<file path="config.mk">
export PLATFORM = sky130hd
export DESIGN_NAME = uart_tx_ctrl_flat
export DESIGN_NICKNAME = d
export VERILOG_FILES = /design/src/rtl/uart_tx_ctrl_pkg.sv /design/src/rtl/uart_tx_ctrl_if.sv /design/src/rtl/uart_tx_parity.sv /design/src/rtl/uart_tx_ctrl.sv /design/src/flat_wrapper.sv
export SDC_FILE = /design/constraint.sdc
export NUM_CORES = 1
export LEC_CHECK = 0
export CAP_MARGIN = 30
export CORE_ASPECT_RATIO = 0.8
export CORE_MARGIN = 5
export CORE_UTILIZATION = 40
export CTS_CLUSTER_SIZE = 20
export DETAILED_ROUTE_END_ITERATION = 8
export PLACE_DENSITY = 0.79
export SKIP_LAST_GASP = 1
export SYNTH_ARGS = -nofsm -noshare
export SYNTH_HDL_FRONTEND = slang
export SYNTH_HIERARCHICAL = 1
export SYNTH_SLANG_ARGS = --single-unit
</file>
<file path="constraint.sdc">
create_clock -name CLK -period 1.5 [get_ports CLK]
set_input_delay 0.225 -clock CLK [delete_from_list [all_inputs] [get_ports CLK]]
set_output_delay 0.225 -clock CLK [all_outputs]
set_load 0.01 [all_outputs]
</file>
<file path="src/rtl/uart_tx_ctrl_pkg.sv">
// Shared types and constants for the UART transmit frame controller.
package uart_tx_pkg;

    typedef enum logic [2:0] {
        IDLE,
        START,
        DATA,
        PARITY,
        STOP
    } state_t;

    typedef enum logic [1:0] {
        SEL_START,
        SEL_DATA,
        SEL_PAR,
        SEL_STOP
    } tx_sel_t;

    localparam logic START_BIT = 1'b0;
    localparam logic STOP_BIT  = 1'b1;

    // Which source owns the TX line in each state; IDLE shares the stop level.
    function automatic tx_sel_t tx_sel_of(input state_t s);
        tx_sel_t sel;
        sel = SEL_STOP;
        case (s)
            START:   sel = SEL_START;
            DATA:    sel = SEL_DATA;
            PARITY:  sel = SEL_PAR;
            default: sel = SEL_STOP;
        endcase
        return sel;
    endfunction

endpackage

</file>
<file path="src/rtl/uart_tx_ctrl_if.sv">
// Host request and serializer handshake bundle for uart_tx_ctrl.
interface uart_tx_ctrl_if #(
    parameter int DATA_WIDTH = 8
);
    logic [DATA_WIDTH-1:0] P_DATA;
    logic                  Data_Valid;
    logic                  PAR_EN;
    logic                  PAR_TYP;
    logic                  ser_data;
    logic                  ser_done;
    logic [DATA_WIDTH-1:0] ser_pdata;
    logic                  ser_en;
    logic                  TX_OUT;
    logic                  busy;
    logic                  sync_err;

    // Host plus serializer side: drives requests and serial data.
    modport master (
        output P_DATA, Data_Valid, PAR_EN, PAR_TYP, ser_data, ser_done,
        input  ser_pdata, ser_en, TX_OUT, busy, sync_err
    );

    // Frame controller side.
    modport slave (
        input  P_DATA, Data_Valid, PAR_EN, PAR_TYP, ser_data, ser_done,
        output ser_pdata, ser_en, TX_OUT, busy, sync_err
    );
endinterface

</file>
<file path="src/rtl/uart_tx_parity.sv">
// Registered frame parity bit, captured when a new byte is accepted.
module uart_tx_parity #(
    parameter int DATA_WIDTH = 8
) (
    input  logic                  CLK,
    input  logic                  RST,
    input  logic                  load,
    input  logic [DATA_WIDTH-1:0] data,
    input  logic                  par_typ,
    output logic                  par_bit
);

    // NOTE: state is updated with non-blocking assignments so every flop samples pre-edge values.
    always_ff @(posedge CLK or negedge RST) begin
        if (!RST) begin
            par_bit <= 1'b0;
        end else if (load) begin
            par_bit <= (^data) ^ par_typ;
        end
    end

endmodule

</file>
<file path="src/rtl/uart_tx_ctrl.sv">
// UART frame sequencer: start, data, optional parity, stop, one bit per CLK.
module uart_tx_ctrl
    import uart_tx_pkg::*;
#(
    parameter int DATA_WIDTH = 8
) (
    input logic          CLK,
    input logic          RST,
    uart_tx_ctrl_if.slave bus
);

    localparam int CNT_W = (DATA_WIDTH > 1) ? $clog2(DATA_WIDTH) : 1;
    localparam logic [CNT_W-1:0] LAST_BIT = CNT_W'(DATA_WIDTH - 1);

    state_t           state;
    state_t           state_nxt;
    tx_sel_t          tx_sel;
    logic [CNT_W-1:0] bit_cnt;
    logic             par_en_q;
    logic             par_bit;
    logic             accept;
    logic             last_data;
    logic             done_expected;

    assign last_data = (state == DATA) && (bit_cnt == LAST_BIT);

    // NOTE: every always_comb output gets a default first so no path can infer a latch.
    always_comb begin
        state_nxt = state;
        accept    = 1'b0;
        case (state)
            IDLE: begin
                if (bus.Data_Valid) begin
                    accept    = 1'b1;
                    state_nxt = START;
                end
            end
            START:  state_nxt = DATA;
            DATA: begin
                if (last_data) begin
                    state_nxt = par_en_q ? PARITY : STOP;
                end
            end
            PARITY: state_nxt = STOP;
            STOP: begin
                if (bus.Data_Valid) begin
                    accept    = 1'b1;
                    state_nxt = START;
                end else begin
                    state_nxt = IDLE;
                end
            end
            default: state_nxt = IDLE;
        endcase
    end

    always_ff @(posedge CLK or negedge RST) begin
        if (!RST) begin
            state <= IDLE;
        end else begin
            state <= state_nxt;
        end
    end

    always_ff @(posedge CLK or negedge RST) begin
        if (!RST) begin
            bit_cnt <= '0;
        end else if (state == START) begin
            bit_cnt <= '0;
        end else if (state == DATA) begin
            bit_cnt <= bit_cnt + 1'b1;
        end
    end

    always_ff @(posedge CLK or negedge RST) begin
        if (!RST) begin
            bus.ser_pdata <= '0;
            par_en_q      <= 1'b0;
        end else if (accept) begin
            bus.ser_pdata <= bus.P_DATA;
            par_en_q      <= bus.PAR_EN;
        end
    end

    // ser_done must coincide exactly with the cycle after the last data bit;
    // a missing or stray pulse both mean the serializer has slipped.
    always_ff @(posedge CLK or negedge RST) begin
        if (!RST) begin
            done_expected <= 1'b0;
            bus.sync_err  <= 1'b0;
        end else begin
            done_expected <= last_data;
            bus.sync_err  <= bus.sync_err | (done_expected ^ bus.ser_done);
        end
    end

    uart_tx_parity #(
        .DATA_WIDTH (DATA_WIDTH)
    ) u_parity (
        .CLK     (CLK),
        .RST     (RST),
        .load    (accept),
        .data    (bus.P_DATA),
        .par_typ (bus.PAR_TYP),
        .par_bit (par_bit)
    );

    assign tx_sel     = tx_sel_of(state);
    assign bus.ser_en = (state == START) || (state == DATA);
    assign bus.busy   = (state != IDLE);

    always_comb begin
        bus.TX_OUT = STOP_BIT;
        case (tx_sel)
            SEL_START: bus.TX_OUT = START_BIT;
            SEL_DATA:  bus.TX_OUT = bus.ser_data;
            SEL_PAR:   bus.TX_OUT = par_bit;
            default:   bus.TX_OUT = STOP_BIT;
        endcase
    end

endmodule

</file>
<file path="src/flat_wrapper.sv">
// flat-port wrapper written by rule: the top's interface ports become plain ports
module uart_tx_ctrl_flat import uart_tx_pkg::*;
#(
    parameter int DATA_WIDTH = 8
)
  (CLK, RST, bus_P_DATA, bus_Data_Valid, bus_PAR_EN, bus_PAR_TYP, bus_ser_data, bus_ser_done, bus_ser_pdata, bus_ser_en, bus_TX_OUT, bus_busy, bus_sync_err);
  uart_tx_ctrl_if #(.DATA_WIDTH(DATA_WIDTH)) bus_i ();
  input logic CLK;
  input logic RST;
  input wire logic [$bits(bus_i.P_DATA)-1:0] bus_P_DATA;
  input wire logic [$bits(bus_i.Data_Valid)-1:0] bus_Data_Valid;
  input wire logic [$bits(bus_i.PAR_EN)-1:0] bus_PAR_EN;
  input wire logic [$bits(bus_i.PAR_TYP)-1:0] bus_PAR_TYP;
  input wire logic [$bits(bus_i.ser_data)-1:0] bus_ser_data;
  input wire logic [$bits(bus_i.ser_done)-1:0] bus_ser_done;
  output wire logic [$bits(bus_i.ser_pdata)-1:0] bus_ser_pdata;
  output wire logic [$bits(bus_i.ser_en)-1:0] bus_ser_en;
  output wire logic [$bits(bus_i.TX_OUT)-1:0] bus_TX_OUT;
  output wire logic [$bits(bus_i.busy)-1:0] bus_busy;
  output wire logic [$bits(bus_i.sync_err)-1:0] bus_sync_err;
  assign bus_i.P_DATA = bus_P_DATA;
  assign bus_i.Data_Valid = bus_Data_Valid;
  assign bus_i.PAR_EN = bus_PAR_EN;
  assign bus_i.PAR_TYP = bus_PAR_TYP;
  assign bus_i.ser_data = bus_ser_data;
  assign bus_i.ser_done = bus_ser_done;
  assign bus_ser_pdata = bus_i.ser_pdata;
  assign bus_ser_en = bus_i.ser_en;
  assign bus_TX_OUT = bus_i.TX_OUT;
  assign bus_busy = bus_i.busy;
  assign bus_sync_err = bus_i.sync_err;
  uart_tx_ctrl #(.DATA_WIDTH(DATA_WIDTH)) u_core (.CLK(CLK), .RST(RST), .bus(bus_i));
endmodule
</file>
==> results_dict.tcl <==
set metrics [dict create \
    yosysSeqAreaShare 0.4639 \
    drv_cap 0 \
    final_util 0.5846 \
    violations "negative setup slack" \
    grt_max_degree 19 \
    clkSinkCount 18 \
    cp_data_required_time_ns 1.69 \
    wl_um 2186 \
    setup_viol 6 \
    timing.fmax_ghz 0.6565 \
    p_per_area_nw_per_um2 1807 \
    syn_inst 70 \
    placed_cells 125 \
    synthesis.area_um2 970.9 \
    p_sw_frac 0.3213 \
    vdd_drop_max_mv 0.5672 \
    grt_pass1_vias 738 \
    start_util 0.4076 \
    drive_gt1_frac 0.3486 \
    initialDrtViolationCount 19 \
    drv_slew 0 \
    postSynthAreaPerCell_um2 13.87 \
    arrival_ns 1.71 \
    num_rows 16 \
    critPathBufInv 3 \
    synth_seq_cells 18 \
    postCtsHoldBufs 0 \
    cts_htree_levels 1 \
    overflow 0 \
    holdWs_ns 0.2352 \
    p_clk_frac 0.120 \
    die_width_um 65.09 \
    end_kind "flip-flop" \
    crit_path_top_delay_cell "dfrtp_1" \
    layout_common_cells "22 x clkdlybuf4s50_1, 17 x dfrtp_1, 10 x mux2_4, 9 x buf_4, 4 x xnor2_1" \
    fp.coreArea_um2 2382 \
    via_count 702 \
    slowest_delay_ns 0.41 \
    cts_tree "yes" \
    place_congestion 0.6518 \
    worst-slew-pin-transition_ns 0.2868 \
    path_cells "buf_6, buf_8, nor3b_4, buf_4, mux2_4" \
    dp_hpwl_um 1504 \
    start_kind "flip-flop" \
    pwr-share-comb 0.553 \
    drtPass1Iterations 4 \
    sequentialPowerShare 0.328 \
    hold_class "primary input to flip-flop" \
    die_area_um2 3519 \
    cp_max_fo 7 \
    p_total_mw 2.516 \
    status "finished, violations left" \
    cts_buffers 3 \
    num-nets-final 127 \
    area_growth_pct 43.43 \
    internal_power_mw 1.708 \
    grt_usage 0.1351 \
    ant_nets 0 \
    layout_commonest_cell "clkdlybuf4s50_1" \
    criticalPathCategory "flip-flop to flip-flop" \
    slew-limit-headroom 0.8061 \
    io_buffer_count 26 \
    dieHeight_um 54.07 \
    clk_pin_slew_ns 0.10 \
    fin_ws_ns -0.02313 \
    fin_cells 136 \
    antenna_found_initial 0 \
    p_leak_nw 0.6585 \
    via_per_inst 5.162 \
    route.detailed.drc 0 \
    rsz0062_at_grt "yes" \
    boundaryPins 27 \
    wl_per_cell_um 16.07 \
    syn_nets 87 \
    grt_pass1_wl_um 3539 \
    report.final.hold_viol_count 0 \
    synth_warnings 6 \
    yosysUniqueCellTypes 28 \
    min_period_over_period 1.015 \
    clockBufferDepth 2 \
    fin_crit_ns 1.523 \
    cts-root-buf "clkbuf_4" \
    clock_skew_ns 0.004585 \
    switchingPower_uw 808.4 \
    diodes 0 \
    path_delay_family "buffers and inverters" \
    clk_latency_ns 0.29 \
]
-- worst paths after layout --
kind,startpoint,to,slack [ns],cells past startpoint
worst min register to register,u_core/bus.sync_err,u_core/bus.sync_err,0.49,1
worst max-delay path,u_core/state[1],u_core/bus.ser_pdata[7],-0.02,5
min in group asynchronous,RST,u_core/par_en_q,0.25,2
max in group asynchronous,RST,u_core/state[0],1.04,2
worst min-delay path,bus_P_DATA[6],u_core/bus.ser_pdata[6],0.24,2
worst max register to register,u_core/state[1],u_core/bus.ser_pdata[7],-0.02,5
-- power by group through the flow --
stage,Sequential (mW),Combinational (mW),Clock (mW)
after global routing,0.848,1.48,0.346
final,0.824,1.39,0.301
after detailed placement,0.833,1.24,0
after floorplan,0.860,0.671,0
after global placement,0.819,1.20,0
after CTS,0.814,1.38,0.317
-- kinds of logic (layout without fill, tap and decap cells) --
logic type / Yosys count / count (layout) / synth area share
AO/OA/AOI/OAI: 10 / 10 / 0.08764
buffers and inverters: 4 / 43 / 0.03221
XOR/XNOR: 8 / 8 / 0.1018
adder cells (fa/ha/maj): 2 / 2 / 0.02577
multiplexers: 10 / 10 / 0.1546
AND/OR/NAND/NOR: 18 / 18 / 0.1340
flip-flops: 18 / 18 / 0.4639
-- cell usage after synthesis --
library cell / count / area (µm²)
or2b_1: 1 / 7.510
nand2b_1: 4 / 25.02
o21bai_1: 2 / 15.01
nand2_1: 1 / 3.750
and3_1: 3 / 18.77
nor2b_1: 1 / 6.260
xnor3_1: 1 / 22.52
or3_1: 1 / 6.260
xor2_1: 1 / 8.760
nor3b_1: 1 / 7.510
ha_1: 2 / 25.02
a211o_1: 3 / 26.28
nand4b_1: 1 / 8.760
xnor2_1: 4 / 35.03
xnor2_2: 2 / 32.53
buf_4: 2 / 15.01
nor4bb_1: 2 / 20.02
nor3b_2: 1 / 12.51
dfrtp_1: 18 / 450.4
buf_6: 1 / 11.26
mux2_4: 10 / 150.1
o32ai_2: 1 / 16.27
buf_2: 1 / 5.000
o21ba_2: 1 / 10.01
a21boi_0: 1 / 7.510
nor4b_1: 1 / 8.760
a21oi_1: 2 / 10.01
nor3_1: 1 / 5.000
-- state kept, by name (all words and copies together) (netlist names) --
name / flops
u_core/state: 3
u_core/done_expected: 1
u_core/u_parity/par_bit: 1
u_core/par_en_q: 1
u_core/bus.ser_pdata: 8
u_core/bit_cnt: 3
u_core/bus.sync_err: 1
-- stage by stage --
stage / area, µm² / setup TNS (ns) / worst slack, ns
after floorplan: 970.9 / 0 / 0.2046
after global placement: 1291 / -0.9732 / -0.2634
after detailed placement: 1291 / -1.066 / -0.3039
after CTS: 1398 / -0.3293 / -0.04806
after global routing: 1393 / -0.3587 / -0.06444
final: 1393 / -0.1087 / -0.02313
-- routing by layer --
metal,vias to the layer above,wire length (µm),GRT usage
met3,0,147,0.05010
met5,-,0,0
met2,19,1177,0.2649
li1,333,-,-
met1,350,862,0.1430
met4,0,0,0.02069
-- final cells by class --
type,instances,area (µm²)
Fill cell,187,989.7
Multi-Input combinational cell,48,506.7
Sequential cell,18,451.7
Timing Repair Buffer,39,364.1
Clock buffer,4,36.28
Tap cell,27,33.78
-- what timing repair did --
| action | in CTS | in global routing |
|---|---|---|
| cloned | 1 | 0 |
| resized for setup | 16 | 7 |
| buffers inserted | 7 | 3 |
| pin swaps | 2 | 3 |
| setup endpoints to repair | 13 | 14 |
Note: power is estimated with default switching activity, not from simulation.
